$ cat config.mk
export PLATFORM = sky130hd
export DESIGN_NAME = plugboard_loader
export DESIGN_NICKNAME = d
export VERILOG_FILES = /design/src/rtl/plugboard_pkg.sv /design/src/rtl/plugboard_pair_check.sv /design/src/rtl/plugboard_loader.sv
export SDC_FILE = /design/constraint.sdc
export NUM_CORES = 1
export LEC_CHECK = 0
export CORE_MARGIN = 2
export CORE_UTILIZATION = 25
export CTS_CLUSTER_DIAMETER = 150
export CTS_CLUSTER_SIZE = 40
export DETAILED_ROUTE_END_ITERATION = 16
export PLACE_DENSITY = 0.4
export SLEW_MARGIN = 15
export SYNTH_ARGS = -nofsm -noshare
export SYNTH_HDL_FRONTEND = slang
export SYNTH_SLANG_ARGS = --single-unit
$ cat constraint.sdc
create_clock -name clk -period 3.26 [get_ports clk]
set_input_delay 0.978 -clock clk [delete_from_list [all_inputs] [get_ports clk]]
set_output_delay 0.978 -clock clk [all_outputs]
set_load 0.03 [all_outputs]
$ cat src/rtl/plugboard_pkg.sv
// Shared types and constants for the programmable Enigma plugboard.
package plugboard_pkg;

  localparam int LETTER_W    = 5;
  localparam int NUM_LETTERS = 26;

  typedef logic [LETTER_W-1:0] letter_t;

  localparam letter_t LAST_LETTER = letter_t'(NUM_LETTERS - 1);

  localparam letter_t A = 5'd0;
  localparam letter_t B = 5'd1;
  localparam letter_t C = 5'd2;
  localparam letter_t D = 5'd3;
  localparam letter_t E = 5'd4;
  localparam letter_t F = 5'd5;
  localparam letter_t G = 5'd6;
  localparam letter_t H = 5'd7;
  localparam letter_t I = 5'd8;
  localparam letter_t J = 5'd9;
  localparam letter_t K = 5'd10;
  localparam letter_t L = 5'd11;
  localparam letter_t M = 5'd12;
  localparam letter_t N = 5'd13;
  localparam letter_t O = 5'd14;
  localparam letter_t P = 5'd15;
  localparam letter_t Q = 5'd16;
  localparam letter_t R = 5'd17;
  localparam letter_t S = 5'd18;
  localparam letter_t T = 5'd19;
  localparam letter_t U = 5'd20;
  localparam letter_t V = 5'd21;
  localparam letter_t W = 5'd22;
  localparam letter_t X = 5'd23;
  localparam letter_t Y = 5'd24;
  localparam letter_t Z = 5'd25;

  typedef enum logic [2:0] {
    ERR_NONE     = 3'd0,
    ERR_RANGE    = 3'd1,
    ERR_SELF     = 3'd2,
    ERR_CONFLICT = 3'd3,
    ERR_FULL     = 3'd4
  } err_e;

  typedef enum logic [1:0] {
    ST_CLEAR  = 2'd0,
    ST_LOAD   = 2'd1,
    ST_ACTIVE = 2'd2
  } state_e;

  function automatic logic in_range(input letter_t l);
    return l <= LAST_LETTER;
  endfunction

endpackage

$ cat src/rtl/plugboard_pair_check.sv
// Combinational validation of one swap pair against the current table; first failing rule wins.
module plugboard_pair_check
  import plugboard_pkg::*;
#(
  parameter int unsigned MAX_PAIRS = 13
) (
  input  letter_t    pair_a_i,
  input  letter_t    pair_b_i,
  input  letter_t    tab_a_i,
  input  letter_t    tab_b_i,
  input  logic [3:0] pair_count_i,
  output err_e       err_code_o
);

  // NOTE: assigning a default before any branch keeps this block free of inferred latches.
  always_comb begin
    err_code_o = ERR_NONE;
    if (!in_range(pair_a_i) || !in_range(pair_b_i)) begin
      err_code_o = ERR_RANGE;
    end else if (pair_a_i == pair_b_i) begin
      err_code_o = ERR_SELF;
    end else if ((tab_a_i != pair_a_i) || (tab_b_i != pair_b_i)) begin
      err_code_o = ERR_CONFLICT;
    end else if (pair_count_i == 4'(MAX_PAIRS)) begin
      err_code_o = ERR_FULL;
    end
  end

endmodule

$ cat src/rtl/plugboard_loader.sv
// Run-time programmable plugboard: host loads swap pairs, rotor datapath reads registered lookups.
module plugboard_loader
  import plugboard_pkg::*;
#(
  parameter int unsigned MAX_PAIRS = 13
) (
  input  logic       clk,
  input  logic       reset_n,
  input  logic       cfg_clear,
  input  logic       pair_valid,
  output logic       pair_ready,
  input  logic [4:0] pair_a,
  input  logic [4:0] pair_b,
  input  logic       cfg_commit,
  output logic       cfg_active,
  output logic       cfg_error,
  output logic [2:0] err_code,
  output logic [3:0] pair_count,
  input  logic       lk_valid_in,
  input  logic [4:0] lk_in,
  output logic       lk_valid_out,
  output logic [4:0] lk_out
);

  state_e     state_q, state_d;
  letter_t    table_q [NUM_LETTERS];
  letter_t    table_d [NUM_LETTERS];
  letter_t    clr_idx_q, clr_idx_d;
  logic [3:0] count_q, count_d;
  logic       error_q, error_d;
  err_e       err_q, err_d;
  logic       lk_valid_q;
  letter_t    lk_out_q, lk_out_d;

  letter_t    tab_a, tab_b;
  err_e       pair_err;

  // Out-of-range letters never index the table; the range rule rejects them first anyway.
  assign tab_a = in_range(pair_a) ? table_q[pair_a] : pair_a;
  assign tab_b = in_range(pair_b) ? table_q[pair_b] : pair_b;

  plugboard_pair_check #(
    .MAX_PAIRS(MAX_PAIRS)
  ) u_pair_check (
    .pair_a_i    (pair_a),
    .pair_b_i    (pair_b),
    .tab_a_i     (tab_a),
    .tab_b_i     (tab_b),
    .pair_count_i(count_q),
    .err_code_o  (pair_err)
  );

  always_comb begin
    state_d   = state_q;
    table_d   = table_q;
    clr_idx_d = clr_idx_q;
    count_d   = count_q;
    error_d   = error_q;
    err_d     = err_q;

    if (cfg_clear) begin
      state_d   = ST_CLEAR;
      clr_idx_d = '0;
      count_d   = '0;
      error_d   = 1'b0;
      err_d     = ERR_NONE;
    end else begin
      unique case (state_q)
        ST_CLEAR: begin
          table_d[clr_idx_q] = clr_idx_q;
          if (clr_idx_q == LAST_LETTER) begin
            state_d   = ST_LOAD;
            clr_idx_d = '0;
          end else begin
            clr_idx_d = clr_idx_q + letter_t'(1);
          end
        end
        ST_LOAD: begin
          if (pair_valid) begin
            if (pair_err == ERR_NONE) begin
              table_d[pair_a] = pair_b;
              table_d[pair_b] = pair_a;
              count_d         = count_q + 4'd1;
            end else begin
              error_d = 1'b1;
              if (!error_q) err_d = pair_err;
            end
          end
          // The pair above is still applied on the commit cycle.
          if (cfg_commit) state_d = ST_ACTIVE;
        end
        ST_ACTIVE: ;
        default: state_d = ST_LOAD;
      endcase
    end
  end

  // Lookups read the registered table, so a write in the same cycle is not yet visible.
  always_comb begin
    lk_out_d = lk_out_q;
    if (lk_valid_in) begin
      if ((state_q == ST_CLEAR) || !in_range(lk_in)) lk_out_d = lk_in;
      else                                           lk_out_d = table_q[lk_in];
    end
  end

  // NOTE: the table must come out of reset as identity, so every entry sits on the async reset
  // here rather than in a RAM; sequential state is written with <= only.
  always_ff @(posedge clk or negedge reset_n) begin
    if (!reset_n) begin
      state_q    <= ST_LOAD;
      for (int i = 0; i < NUM_LETTERS; i++) table_q[i] <= letter_t'(i);
      clr_idx_q  <= '0;
      count_q    <= '0;
      error_q    <= 1'b0;
      err_q      <= ERR_NONE;
      lk_valid_q <= 1'b0;
      lk_out_q   <= '0;
    end else begin
      state_q    <= state_d;
      table_q    <= table_d;
      clr_idx_q  <= clr_idx_d;
      count_q    <= count_d;
      error_q    <= error_d;
      err_q      <= err_d;
      lk_valid_q <= lk_valid_in;
      lk_out_q   <= lk_out_d;
    end
  end

  assign pair_ready   = (state_q == ST_LOAD);
  assign cfg_active   = (state_q == ST_ACTIVE);
  assign cfg_error    = error_q;
  assign err_code     = err_q;
  assign pair_count   = count_q;
  assign lk_valid_out = lk_valid_q;
  assign lk_out       = lk_out_q;

endmodule

; ---- Yosys cells after proc, flatten, opt, wreduce, memory -nomap -nowiden
; Index checks and enable logic that the tools add are counted.
[op_classes]
magnitude_cmp = 10
eq_ne = 14
reduce_logical = 21
add_sub_neg = 2
n_mux = 48
bitwise = 5
[op_table]
columns = operator, count
row1 = $bwmux W130, 3
row2 = $mux W130, 2
row3 = $pmux W130 S2, 1
row4 = $bmux W5 S5, 3
row5 = $demux W5 S5, 3
row6 = $mux W5, 15
row7 = $mux W3, 9
row8 = $ge A6 B6 Y1 const B, 4
row9 = $not A5 Y6, 4
row10 = $lt A6 B1 Y1 const B, 3
row11 = $mux W4, 4
row12 = $le A5 B5 Y1 const B, 3
row13 = $ne A5 B5 Y1, 2
row14 = $reduce_bool A2 Y1, 5
row15 = $reduce_and A3 Y1, 3
row16 = $ne A2 B2 Y1 const B, 4
row17 = $reduce_and A4 Y1, 2
row18 = $mux W2, 3
row19 = $pmux W2 S3, 1
row20 = $add A5 B1 Y5 const B, 1
row21 = $eq A5 B5 Y1, 1
row22 = $eq A5 B5 Y1 const B, 1
row23 = $add A4 B1 Y4 const B, 1
row24 = $eq A4 B4 Y1 const B, 1
row25 = other kinds (12), 21
[word_totals]
output_inout_bits = 16
word_cells = 133
in_bits = 21
regBits = 151

; ---- Logic depth before layout (Yosys ltp)
[logic_depth]
depth_word = 15
depth_mapped = 16

; ---- Cells and area by module
; Synthesis repeated with hierarchy kept, for this count alone.
[unflattened]
cells_unflattened = 1320
area_unflattened_um2 = 12504.5
[modules_own_cells]
columns = module, area_each_um2, instances, cells_each, seq_area_each_um2
row1 = plugboard_loader, 12264.3, 1, 1291, 3851.2
row2 = plugboard_pair_check, 240.2, 1, 29, 0.0

; ---- Worst setup path after synthesis
; OpenSTA, ideal clock, no wires.
[synth_path]
path_kind = in2reg
startpoint = input port pair_b[0]
endpoint = register count_q[0] (netlist: pair_count[0])
path_buffers = 4
required_ns = 3.135
arrival_ns = 3.724
path_stages = 12
setup_slack_ns = -0.588
path_cell_list = buf_6 -> buf_8 -> mux2_4 -> a32o_1 -> a211oi_2 -> nand3_1 -> xor2_1 -> or4_1 -> buf_4 -> buf_6 -> nor4_1 -> mux2_2
[synth_via]
elab_chain_cells = 13
[synth_rtl]
columns = element, line_no
row1 = start: declaration, plugboard_loader.sv:13  ; input logic [4:0] pair_b,
row2 = $not A5 Y6 (not written as such), plugboard_loader.sv:40  ; assign tab_b = in_range(pair_b) ? table_q[pair_b] : pair_b;
row3 = $bmux W5 S5, plugboard_loader.sv:40
row4 = $mux W5 (not written as such) (2 in a row), plugboard_loader.sv:40
row5 = $mux W5, plugboard_loader.sv:40
row6 = $ne A5 B5 Y1, plugboard_pair_check.sv:22  ; end else if ((tab_a_i != pair_a_i) || (tab_b_i != pair_b_i)) begin
row7 = $logic_or A1 B1 Y1, plugboard_pair_check.sv:22
row8 = $mux W3, plugboard_pair_check.sv:22
row9 = $mux W3, plugboard_pair_check.sv:20  ; end else if (pair_a_i == pair_b_i) begin
row10 = $mux W3 *, plugboard_pair_check.sv:18  ; if (!in_range(pair_a_i) || !in_range(pair_b_i)) begin
row11 = $logic_not A3 Y1 *, plugboard_loader.sv:80  ; if (pair_err == ERR_NONE) begin
row12 = $reduce_bool A2 Y1 (no source line) *, -
row13 = $reduce_and A3 Y1 (no source line) *, -
row14 = end signal: assignment, plugboard_loader.sv:123  ; count_q <= count_d;
row15 = end: declaration, plugboard_loader.sv:29  ; logic [3:0] count_q, count_d;
; Mark *: on every way between the ends. The rest lies on a longest branch, timed or not. The select of a mux whose other input is x is not followed.
; A chain may end at the register's enable or synchronous reset.

; ---- Worst setup path in the final report
[layout_path]
startpoint = input port pair_a[0]
endpoint = register table_q[100] in the netlist's numbering
[layout_via]
elab_chain_cells = 13
[layout_rtl]
columns = element, line_no
row1 = start: declaration, plugboard_loader.sv:12  ; input logic [4:0] pair_a,
row2 = $not A5 Y6 (not written as such), "plugboard_loader.sv:39, plugboard_loader.sv:81"
row3 = $bmux W5 S5, plugboard_loader.sv:39  ; assign tab_a = in_range(pair_a) ? table_q[pair_a] : pair_a;
row4 = $mux W5 (not written as such) (2 in a row), plugboard_loader.sv:39
row5 = $mux W5, plugboard_loader.sv:39
row6 = $ne A5 B5 Y1, plugboard_pair_check.sv:22
row7 = $logic_or A1 B1 Y1, plugboard_pair_check.sv:22
row8 = $mux W3, plugboard_pair_check.sv:22
row9 = $mux W3, plugboard_pair_check.sv:20
row10 = $mux W3, plugboard_pair_check.sv:18
row11 = $logic_not A3 Y1, plugboard_loader.sv:80
row12 = $ne A2 B1 Y1 (no source line), -
row13 = $reduce_and A4 Y1 (no source line), -
row14 = end signal: assignment, plugboard_loader.sv:121  ; table_q <= table_d;
row15 = end: declaration, plugboard_loader.sv:26  ; letter_t table_q [NUM_LETTERS];
; Several ways; a longest one is shown, not always the timed one. The select of a mux whose other input is x is not followed.

==> impl_metrics.ini <==
[run_status]
run_status = finished, violations left
violations = negative setup slack

[clocking]
cts.clk_slew.worst_paths_ns = 0.07
cts-root-buf = sky130_fd_sc_hd__clkbuf_16
worstSkewPairLatency_ns = 0.50
cts-htree-levels = 4
cts.sinks = 151
ctsLongestPathBuffers = 2
clock_tree_from_tritoncts = yes
cts_made_buffers = 17

[power_and_ir_drop]
switching_share_pct = 34.99
relative_contribution_of_combinational_cells_to_total_power_pct = 32.2
power_density_nw_per_um2 = 311.3
power.share.clock_pct = 33.2
p_leak_nw = 7.712
seqPwrFrac_pct = 34.5
worst_ir_drop_vdd_uv = 396.7
post-layout-total-power_mw = 6.295
switching_power_summed_over_all_nets_mw = 2.203
internal_power_mw = 4.092

[global_route]
first_global_vias = 15880
grtUsageMet3_pct = 4.723
antenna_found_initial = 0
gr-usage-all-layers_pct = 27.08
globalRouteOverflowTotal = 0
first_pass_grt_wire_length_mm = 111.9
grt_max_degree = 78
gr-max-usage-layer = met2
grt_util_met1_pct = 36.90
globalRouteMet2Util_pct = 41.13

[setup_path]
cp.arrival_ns = 4.15
setup.worst_path.end_class = flop
cp_data_required_time_ns = 3.70
cp_cell_sequence = buf_12, buf_12, buf_4, mux4_2, nand2_1, nand2_1, a2111oi_4, nor2_1, or4_4, buf_12, clkbuf_16, or4b_1, nand3_1
cp_slowest_cell = sky130_fd_sc_hd__or4_4
reg2regPathDepth = 10
r2r_start = table_q[125]
worstSetupStartpointType = input pin
critPathMaxStageDelay_ns = 0.65
cpLargestDelayFamily = simple AND/OR/NAND/NOR gates
r2r_end = table_q[100]
cpMostUsedCell = sky130_fd_sc_hd__buf_12
cp_max_fanout = 6
timing.setup.critical_path_class = in2reg
timing.critical_path.buf_inv = 5
regToRegSetupSlack_ns = -0.11

[timing]
min_clock_period_post_route_ns = 3.704
timing.max_slew.rel_slack_pct = 47.88
fin_skew_ns = 0.01624
worst-slew-pin-transition_ns = 0.7799
min_period_over_period_pct = 113.6
finalWorstSetupSlack_ns = -0.4438
fin_tns_setup_ns = -52.70
timing_max_transition_violations_final = 0
total_of_endpoints_with_negative_setup_slack_in_the_final_report = 138
unrepaired_setup_endpoints_after_global_routing = yes
achievable_clock_frequency_ghz = 0.2700
hold_violations = 0
hold_ws_ns = 0.4529

[synthesis]
synth-simple-area-share_pct = 23.38
synth.distinct_cells = 77
yosysTopAreaCellShare_pct = 16.85
yosysWarnings = 0
number_of_synthesized_flops_with_an_enable_pin = 0
syn_nets = 1663
synthDominantAreaCellType = sky130_fd_sc_hd__dfrtp_1
async_reset_ff_share_pct = 100.0
synth-xor-area-share_pct = 0.5708
synth.area.top_cells = sky130_fd_sc_hd__dfrtp_1 (17%), sky130_fd_sc_hd__dfstp_2 (11%), sky130_fd_sc_hd__mux4_2 (9.0%)
synth_compound_gate_area_share_pct = 25.01
top_reg_cell_synth = sky130_fd_sc_hd__dfrtp_1
synthMuxAreaShare_pct = 16.08
synth-adder-area-share_pct = 0.5436
syn_inst = 1636
synth_seq_area_share_pct = 27.89
synthesized_area_per_cell_um2 = 8.442
synth_seq_cells = 151
dominant_combinational_cell_family_by_area_after_synthesis = compound AO/OA/AOI/OAI gates
mappedNetlistArea_um2 = 13810

[die]
floorplan.die.height_um = 239.0
design.die.area_um2 = 57140
die_width_um = 239.0
io_pins = 37
initial_utilization_pct = 25.17
fp-row-count = 86
core-area_um2 = 54880

[routing]
detail_route.first_pass.iterations = 7
drc = 0
route.final.wire_length_mm = 77.94
detail_route.vias_per_cell = 5.986
route.antenna.remaining_nets = 0
via_count = 16260
avgRoutedWirePerCell_um = 28.70
detail_route.iter0.violations = 1952

[place]
port_buffers = 36
preCtsSetupSlack_ns = -1.428
dp.final_hpwl_mm = 56.43
place_congestion = 0.9592

[finish]
flow.area_growth_from_synthesis_pct = 46.43
layout-drive-gt1-share_pct = 41.44
finish.net_count = 2024

[flow_run]
max_cap_viol_count = 0

[worst_hold_path]
holdCritPathClass = in2async
[kinds of logic after synthesis]
family,after synthesis
buffers and inverters,204
AND/OR/NAND/NOR,612
flip-flops,151
AO/OA/AOI/OAI,508
adder cells (fa/ha/maj),6
XOR/XNOR,9
multiplexers,146
[power groups by stage]
stage | clock [mW] | combinational [mW] | sequential (mW)
6_report | 2.09 | 2.03 | 2.17
5_1_grt | 2.21 | 2.13 | 2.18
4_1_cts | 2.14 | 1.88 | 2.17
3_5_place_dp | 0 | 1.73 | 2.20
3_3_place_gp | 0 | 1.72 | 2.20
2_1_floorplan | 0 | 0.841 | 2.16
[Yosys cell counts, drive strengths merged (7+ instances only)]
cell type / instances
nand4: 7
o21ai: 99
and2: 58
a31oi: 7
mux4: 57
a21oi: 69
a22o: 8
or4b: 47
o31ai: 25
nor4: 8
nor2: 158
o22ai: 103
nand2: 122
nor3: 23
o211ai: 8
or4: 10
dfrtp: 93
nand3b: 9
dfstp: 58
inv: 41
buf: 50
clkbuf: 111
nand3: 92
and3: 14
mux2i: 61
nand2b: 17
nor2b: 20
a22oi: 98
mux2: 28
a222oi: 47
[per-layer routing]
metal | vias up | part of all wire [%]
li1 | 7068 | -
met1 | 8292 | 44
met2 | 731 | 44
met3 | 168 | 6.4
met4 | 0 | 5.1
met5 | - | 0
[how the worst max path moves through the flow]
stage	startpoint	to	slack (ns)	cells after the start
3_5_place_dp	pair_a[0]	table_q[102]	-1.43	15
4_1_cts	pair_a[0]	table_q[100]	-0.46	12
6_report	pair_a[0]	table_q[100]	-0.44	13
5_1_grt	pair_a[0]	err_code[2]	-0.49	11
3_3_place_gp	pair_a[0]	table_q[102]	-1.43	15
2_1_floorplan	pair_a[0]	err_code[2]	-0.50	13
[cell usage in the layout (no fill, tap or decap), types with 19 or more instances in the layout]
cell | synthesis | routed
sky130_fd_sc_hd__buf_6 | 6 | 19
sky130_fd_sc_hd__mux2_2 | 26 | 22
sky130_fd_sc_hd__o31ai_1 | 25 | 25
sky130_fd_sc_hd__buf_4 | 4 | 391
sky130_fd_sc_hd__nor2_1 | 158 | 155
sky130_fd_sc_hd__a22oi_1 | 98 | 96
sky130_fd_sc_hd__a222oi_1 | 47 | 47
sky130_fd_sc_hd__a21oi_1 | 69 | 35
sky130_fd_sc_hd__o22ai_2 | 0 | 27
sky130_fd_sc_hd__mux4_2 | 55 | 56
sky130_fd_sc_hd__dfstp_2 | 58 | 58
sky130_fd_sc_hd__dfrtp_1 | 93 | 93
sky130_fd_sc_hd__nor3_1 | 22 | 20
sky130_fd_sc_hd__o22ai_1 | 103 | 72
sky130_fd_sc_hd__nand2_1 | 122 | 121
sky130_fd_sc_hd__clkbuf_16 | 0 | 22
sky130_fd_sc_hd__buf_12 | 1 | 41
sky130_fd_sc_hd__or4b_1 | 46 | 31
sky130_fd_sc_hd__a21oi_2 | 0 | 30
sky130_fd_sc_hd__mux2i_1 | 61 | 56
sky130_fd_sc_hd__clkdlybuf4s50_1 | 0 | 22
sky130_fd_sc_hd__o21ai_0 | 97 | 74
sky130_fd_sc_hd__and2_1 | 58 | 57
sky130_fd_sc_hd__inv_1 | 41 | 41
sky130_fd_sc_hd__nand3_1 | 92 | 74
[metrics by stage]
step                util, %  std cells  cell area, um^2
floorplan                 -       1636            13890
global placement      32.53       2633            17850
detailed placement    32.53       2633            17850
CTS                   35.66       2698            19570
global route          36.84       2714            20220
finish                36.85       2716            20220
[repair_timing]
item,4_1_cts,5_1_grt
pin swaps,29,42
hold buffers,0,0
endpoints found under the setup margin,138,138
gates cloned,12,6
buffers inserted,21,17
gates resized for setup,147,121
[area by class of cell]
class | count | area (um^2)
diodes | 2 | 5.005
clock buffers | 21 | 470.5
clock inverters | 11 | 115.1
fillers | 5655 | 34650
inverters | 43 | 161.4
multi-input cells | 1282 | 10020
flip-flops and latches | 151 | 3851
well taps | 704 | 880.8
repair buffers | 502 | 4718
[registers in the layout (all words and copies together) (netlist names)]
register      flops
table_q         130
clr_idx_q         5
lk_out            5
pair_count        4
err_code          3
state_q           2
cfg_error         1
lk_valid_out      1
Power figures use the tool's default switching activity.
